**src/rtl/sal_bank_timer_if.sv**
```systemverilog
// rtl/sal_bank_timer_if.sv - TIMING_IF: DDR2 timing parameters (each field is the cycle count minus one)
interface TIMING_IF #(
    parameter int CNT_W = 8
);
    logic [CNT_W-1:0] t_rcd_m1;
    logic [CNT_W-1:0] t_ras_m1;
    logic [CNT_W-1:0] t_rc_m1;
    logic [CNT_W-1:0] t_rp_m1;
    logic [CNT_W-1:0] t_rtp_m1;
    logic [CNT_W-1:0] t_wtp_m1;
    logic [CNT_W-1:0] t_rfc_m1;

    modport MON (
        input t_rcd_m1, t_ras_m1, t_rc_m1, t_rp_m1, t_rtp_m1, t_wtp_m1, t_rfc_m1
    );

    modport SRC (
        output t_rcd_m1, t_ras_m1, t_rc_m1, t_rp_m1, t_rtp_m1, t_wtp_m1, t_rfc_m1
    );
endinterface

```
**src/rtl/sal_bank_timer.sv**
```systemverilog
// rtl/sal_bank_timer.sv - per-bank DDR2 timing tracker; SAL_BANK_TIMER_CHECK_EN compiles in the violation checker
module sal_bank_timer #(
    parameter int CNT_W = 8
) (
    input  logic   clk,
    input  logic   rst_n,
    TIMING_IF.MON  timing_if,
    input  logic   act_i,
    input  logic   rd_i,
    input  logic   wr_i,
    input  logic   pre_i,
    input  logic   ref_i,
    output logic   act_ok_o,
    output logic   rdwr_ok_o,
    output logic   pre_ok_o,
    output logic   cmd_err_o
);
    localparam int NCNT = 7;
    localparam int RCD = 0, RAS = 1, RC = 2, RP = 3, RTP = 4, WTP = 5, RFC = 6;
    localparam logic [CNT_W-1:0] C_ONE  = CNT_W'(1);
    localparam logic [CNT_W-1:0] C_ZERO = '0;

    logic [CNT_W-1:0] r_cnt    [NCNT];
    logic [CNT_W-1:0] w_ld_val [NCNT];
    logic [NCNT-1:0]  w_ld;
    logic [NCNT-1:0]  w_met;

    always_comb begin
        w_ld           = '0;
        w_ld[RCD]      = act_i;
        w_ld[RAS]      = act_i;
        w_ld[RC]       = act_i;
        w_ld[RP]       = pre_i;
        w_ld[RTP]      = rd_i;
        w_ld[WTP]      = wr_i;
        w_ld[RFC]      = ref_i;
        w_ld_val[RCD]  = timing_if.t_rcd_m1;
        w_ld_val[RAS]  = timing_if.t_ras_m1;
        w_ld_val[RC]   = timing_if.t_rc_m1;
        w_ld_val[RP]   = timing_if.t_rp_m1;
        w_ld_val[RTP]  = timing_if.t_rtp_m1;
        w_ld_val[WTP]  = timing_if.t_wtp_m1;
        w_ld_val[RFC]  = timing_if.t_rfc_m1;
    end

    // A load always wins over the decrement, so a repeated command restarts its window.
    always_ff @(posedge clk or negedge rst_n) begin
        if (!rst_n) begin
            for (int i = 0; i < NCNT; i++) begin
                r_cnt[i] <= C_ZERO;
            end
        end else begin
            for (int i = 0; i < NCNT; i++) begin
                if (w_ld[i]) begin
                    r_cnt[i] <= w_ld_val[i];
                end else if (r_cnt[i] != C_ZERO) begin
                    r_cnt[i] <= r_cnt[i] - C_ONE;
                end
            end
        end
    end

    always_comb begin
        w_met = '0;
        for (int i = 0; i < NCNT; i++) begin
            w_met[i] = (r_cnt[i] == C_ZERO);
        end
    end

    assign act_ok_o  = w_met[RC] & w_met[RP] & w_met[RFC];
    assign rdwr_ok_o = w_met[RCD];
    assign pre_ok_o  = w_met[RAS] & w_met[RTP] & w_met[WTP];

`ifdef SAL_BANK_TIMER_CHECK_EN
    logic [4:0] w_cmds;
    logic       w_multi;
    logic       w_early;
    logic       r_cmd_err;

    assign w_cmds  = {act_i, rd_i, wr_i, pre_i, ref_i};
    assign w_multi = |(w_cmds & (w_cmds - 5'd1));
    assign w_early = (act_i & ~act_ok_o) | ((rd_i | wr_i) & ~rdwr_ok_o)
                   | (pre_i & ~pre_ok_o) | (ref_i & ~act_ok_o);

    always_ff @(posedge clk or negedge rst_n) begin
        if (!rst_n) begin
            r_cmd_err <= 1'b0;
        end else begin
            r_cmd_err <= w_multi | w_early;
        end
    end

    assign cmd_err_o = r_cmd_err;
`else
    assign cmd_err_o = 1'b0;
`endif
endmodule

```
**src/flat_wrapper.sv**
```systemverilog
// flat-port wrapper written by rule: the top's interface ports become plain ports
module sal_bank_timer_flat 
#(
    parameter int CNT_W = 8
)
  (clk, rst_n, act_i, rd_i, wr_i, pre_i, ref_i, act_ok_o, rdwr_ok_o, pre_ok_o, cmd_err_o, timing_if_t_rcd_m1, timing_if_t_ras_m1, timing_if_t_rc_m1, timing_if_t_rp_m1, timing_if_t_rtp_m1, timing_if_t_wtp_m1, timing_if_t_rfc_m1);
  TIMING_IF #(.CNT_W(CNT_W)) timing_if_i ();
  input  logic clk;
  input  logic rst_n;
  input  logic act_i;
  input  logic rd_i;
  input  logic wr_i;
  input  logic pre_i;
  input  logic ref_i;
  output logic act_ok_o;
  output logic rdwr_ok_o;
  output logic pre_ok_o;
  output logic cmd_err_o;
  input wire logic [$bits(timing_if_i.t_rcd_m1)-1:0] timing_if_t_rcd_m1;
  input wire logic [$bits(timing_if_i.t_ras_m1)-1:0] timing_if_t_ras_m1;
  input wire logic [$bits(timing_if_i.t_rc_m1)-1:0] timing_if_t_rc_m1;
  input wire logic [$bits(timing_if_i.t_rp_m1)-1:0] timing_if_t_rp_m1;
  input wire logic [$bits(timing_if_i.t_rtp_m1)-1:0] timing_if_t_rtp_m1;
  input wire logic [$bits(timing_if_i.t_wtp_m1)-1:0] timing_if_t_wtp_m1;
  input wire logic [$bits(timing_if_i.t_rfc_m1)-1:0] timing_if_t_rfc_m1;
  assign timing_if_i.t_rcd_m1 = timing_if_t_rcd_m1;
  assign timing_if_i.t_ras_m1 = timing_if_t_ras_m1;
  assign timing_if_i.t_rc_m1 = timing_if_t_rc_m1;
  assign timing_if_i.t_rp_m1 = timing_if_t_rp_m1;
  assign timing_if_i.t_rtp_m1 = timing_if_t_rtp_m1;
  assign timing_if_i.t_wtp_m1 = timing_if_t_wtp_m1;
  assign timing_if_i.t_rfc_m1 = timing_if_t_rfc_m1;
  sal_bank_timer #(.CNT_W(CNT_W)) u_core (.clk(clk), .rst_n(rst_n), .timing_if(timing_if_i), .act_i(act_i), .rd_i(rd_i), .wr_i(wr_i), .pre_i(pre_i), .ref_i(ref_i), .act_ok_o(act_ok_o), .rdwr_ok_o(rdwr_ok_o), .pre_ok_o(pre_ok_o), .cmd_err_o(cmd_err_o));
endmodule
```
**config.mk**
```make
export PLATFORM = sky130hd
export DESIGN_NAME = sal_bank_timer_flat
export DESIGN_NICKNAME = d
export VERILOG_FILES = /design/src/rtl/sal_bank_timer_if.sv /design/src/rtl/sal_bank_timer.sv /design/src/flat_wrapper.sv
export SDC_FILE = /design/constraint.sdc
export NUM_CORES = 1
export LEC_CHECK = 0
export BUFFER_PORTS_ARGS = -buffer_cell sky130_fd_sc_hd__buf_2
export CORE_UTILIZATION = 50
export DETAILED_ROUTE_END_ITERATION = 16
export PLACE_DENSITY = 0.79
export SLEW_MARGIN = 20
export SYNTH_ARGS = -nofsm -noshare
export SYNTH_HDL_FRONTEND = slang
export SYNTH_SLANG_ARGS = --single-unit
export TNS_END_PERCENT = 50
```
**constraint.sdc**
```tcl
create_clock -name clk -period 2.66 [get_ports clk]
set_input_delay 0.399 -clock clk [delete_from_list [all_inputs] [get_ports clk]]
set_output_delay 0.399 -clock clk [all_outputs]
set_load 0.01 [all_outputs]
```
==> results.yml <==
routing:
  detail-route-antenna-nets: 0
  vias: 3218
  drt_iter0_drc: 205
  drc: 0
  wl_mm: 7.494
  wire_per_inst_microns: 14.01
  dr.pass1.iters: 4
  routed_via_density: 6.015
sta:
  relSlewSlack_pct: 50.34
  skew_ns: 0.004870
  hold_viol: 0
  fin_tns_setup_ns: 0
  tightest_slew_ns: 0.7346
  period_needed_ns: 2.557
  post-route-period-util_pct: 96.12
  setup_violations: 0
  hold_ws_ns: 0.2933
  finalMaxSlewViolations: 0
  timing.fmax_mhz: 391.1
  rsz0062_at_grt: "false"
clocking:
  clock-sinks: 56
  clock_latency_ns: 0.30
  cts-htree-levels: 2
  cts_tree: "built"
  clk_pin_slew_ns: 0.09
  cts_buffers: 5
  cts_root_buf: "clkbuf_8"
  cts_setup_buffers: 0
  clock_path_buffers: 2
power_and_ir_drop:
  clockPowerShare_pct: 23.1
  power.density_mw_per_mm2: 511.7
  p_seq_share_pct: 53.4
  pwr-share-comb_pct: 23.6
  switching_share_pct: 31.45
  p_switching_mw: 0.6411
  p_int_mw: 1.397
  total_power_mw: 2.038
  p_leak_nw: 1.699
  ir_worst_vdd_mv: 0.2607
critical_path:
  critPathLaunchType: "flip-flop"
  path_delay_family: "simple AND/OR/NAND/NOR gates"
  crit_fanout: 6
  critical_path.max_stage_delay_ns: 0.55
  regToRegSetupSlack_ns: 0.73
  path_buf_inv: 2
  startpoint: "u_core.r_cnt[8]$_DFFE_PN0P_"
  worstReg2RegEnd: "u_core.r_cnt[14]$_DFFE_PN0P_"
  cpMaxStageDelayCell: "or4b_1"
  worstSetupEndpointType: "primary output"
  worstReg2RegStart: "u_core.r_cnt[8]$_DFFE_PN0P_"
  worst_ep_required_time_ns: 2.26
  arrival_ns: 2.16
  path_cells: "inv_1, ha_1, or4b_1, nor2_1, and3_1, buf_2"
  reg2reg_depth: 5
  critPathKind: "flip-flop to primary output"
final_layout:
  regArea_sq_mm: 0.001401
  layout-drive-gt1-share_pct: 19.12
  top_register: "u_core.r_cnt"
  nets: 528
  fillCellCount: 609
  multi_input_area_sq_mm: 0.001918
  layoutNonFillerInstCount: 535
  antennaDiodeCount: 0
  largest_reg_flops: 56
  area_growth_syn_to_layout_pct: 13.92
  top_regs: "u_core.r_cnt: 56 flops"
floorplanning:
  dieHeight_microns: 85.63
  initial_core_util_pct: 51.76
  rows: 30
  dieArea_sq_mm: 0.007333
  io_pins: 67
  dieWidth_microns: 85.63
  design.core.area_sq_mm: 0.006756
synthesis:
  synthesis.nets: 468
  synthCells: 394
  synthFlopType: "dfrtp_1"
  syn_area_per_cell_sq_um: 8.876
  synthArstFlopShare_pct: 100.0
  synth_cell_types: 48
  netlist_area_sq_mm: 0.003497
  synth_top_area_share_pct: 40.07
  ys_seq_area_share_pct: 40.07
  synth_seq_cells: 56
  synth_edf_count: 0
  yosys.area.top_type: "dfrtp_1"
  synth_area_leaders: "dfrtp_1 (40%), o31ai_1 (4.5%), nor3_1 (4.2%), ha_1 (3.9%), nor2_1 (3.5%)"
  yosys_warnings: 0
global_routing:
  grt_max_degree: 54
  grt_use_met1_pct: 27.52
  grt-ovfl-total: 0
  grt_pass1_wl_mm: 12.99
  grtUsageMet2_pct: 36.80
  antenna_found_initial: 0
  grtUsageMet3_pct: 4.042
  busiest_layer: "met2"
  grt_usage_pct: 21.52
  grt_pass1_vias: 3117
worst_hold_path:
  hold_path_depth: 3
  hold_path_class: "input pin to flip-flop"
  min_to: "u_core.r_cnt[22]$_DFFE_PN0P_"
  hp-start: "timing_if_t_rtp_m1[6]"
place:
  dpl.hpwl_mm: 5.626
  dp.cells: 526
  portBuffers: 65
  gp_congestion: 0.9077
outcome:
  status: "finished clean"
run:
  maxCapViolCount: 0
## power groups by stage
stage | Sequential (mW) | Clock (mW) | Combinational, mW
after floorplan | 1.07 | 0 | 0.351
after CTS | 1.08 | 0.488 | 0.483
after detailed placement | 1.10 | 0 | 0.482
after global placement | 1.09 | 0 | 0.464
after global routing | 1.11 | 0.519 | 0.545
final | 1.09 | 0.470 | 0.480
## Yosys cell counts, types with 2 or more instances
cell type	count
a21boi_0	3
a21oi_1	13
a221o_1	5
a221oi_1	4
a2bb2oi_1	6
a311oi_1	5
a31oi_1	12
a32o_1	3
and2_1	4
and3_1	5
buf_2	2
clkbuf_1	13
dfrtp_1	56
ha_1	11
inv_1	30
nand2_1	24
nand2b_1	2
nor2_1	33
nor2b_1	4
nor3_1	29
nor3b_1	7
nor4_1	7
nor4b_1	4
o211ai_1	3
o21a_1	2
o21ai_0	14
o311a_1	2
o31a_1	3
o31ai_1	21
o41ai_1	10
or2_2	3
or3_1	13
or3b_2	8
or4_1	9
or4b_1	4
xnor2_1	8
## worst register-to-register path, stage by stage, from the launching register on
cell     delay [ns]
dfrtp_1        0.42
inv_1          0.09
ha_1           0.22
or4b_1         0.55
or4_1          0.43
a31oi_1        0.16
## repair_timing
action	CTS	global route
hold endpoints to repair	3	0
resized for setup	0	2
endpoints found under the setup margin	0	1
hold buffers	1	0
## cells by family after synthesis
family	count (synthesis)	share of synthesized area, %
xor gates and xnor gates	8	2.004
adders and majority gates	11	3.936
AOI/OAI and AO/OA	110	22.93
other	1	0.1072
buffers and inverters	47	5.224
muxes	1	0.2862
and+or+nand+nor	160	25.44
DFF	56	40.07
## stage by stage
step                      util (%)  instance area (sq um)  setup WS, ns
after floorplan                  -                   3497        0.6799
after global placement       57.41                   3879        0.4941
after detailed placement     57.41                   3879        0.4432
after CTS                    58.89                   3979       0.09093
after global routing         58.96                   3984      0.003300
final                        58.96                   3984        0.1031
## metal layers
layer	wire length [microns]	part of all wire (%)
met5	0	0
met4	143	1.9
met3	338	4.5
met2	3497	47
met1	3515	47
## cell usage in the layout, fill, tap and decap left out, drive strengths merged, types with 4 or more instances in the layout
| master | n |
|---|---|
| a21oi | 13 |
| a221o | 5 |
| a221oi | 4 |
| a2bb2oi | 6 |
| a311oi | 5 |
| a31oi | 12 |
| and2 | 4 |
| and3 | 5 |
| buf | 68 |
| clkbuf | 8 |
| dfrtp | 56 |
| ha | 11 |
| inv | 30 |
| nand2 | 24 |
| nor2 | 33 |
| nor2b | 4 |
| nor3 | 29 |
| nor3b | 7 |
| nor4 | 7 |
| nor4b | 4 |
| o21ai | 14 |
| o31ai | 21 |
| o41ai | 10 |
| or2 | 4 |
| or3 | 13 |
| or3b | 8 |
| or4 | 9 |
| or4b | 4 |
| xnor2 | 8 |
## worst max path at each step
| stage | cells after the start | end |
|---|---|---|
| floorplan | 6 | act_ok_o |
| global placement | 6 | pre_ok_o |
| detailed placement | 6 | act_ok_o |
| CTS | 6 | act_ok_o |
| global route | 6 | pre_ok_o |
| finish | 6 | pre_ok_o |
## area by class of cell
type                            instances  area share (%)
Tap cell                               80           2.513
Sequential cell                        56           35.18
Timing Repair Buffer                   69           8.982
Inverter                               31           2.921
Multi-Input combinational cell        291           48.15
Clock buffer                            8           2.261
(Power assumes the default switching activity.)
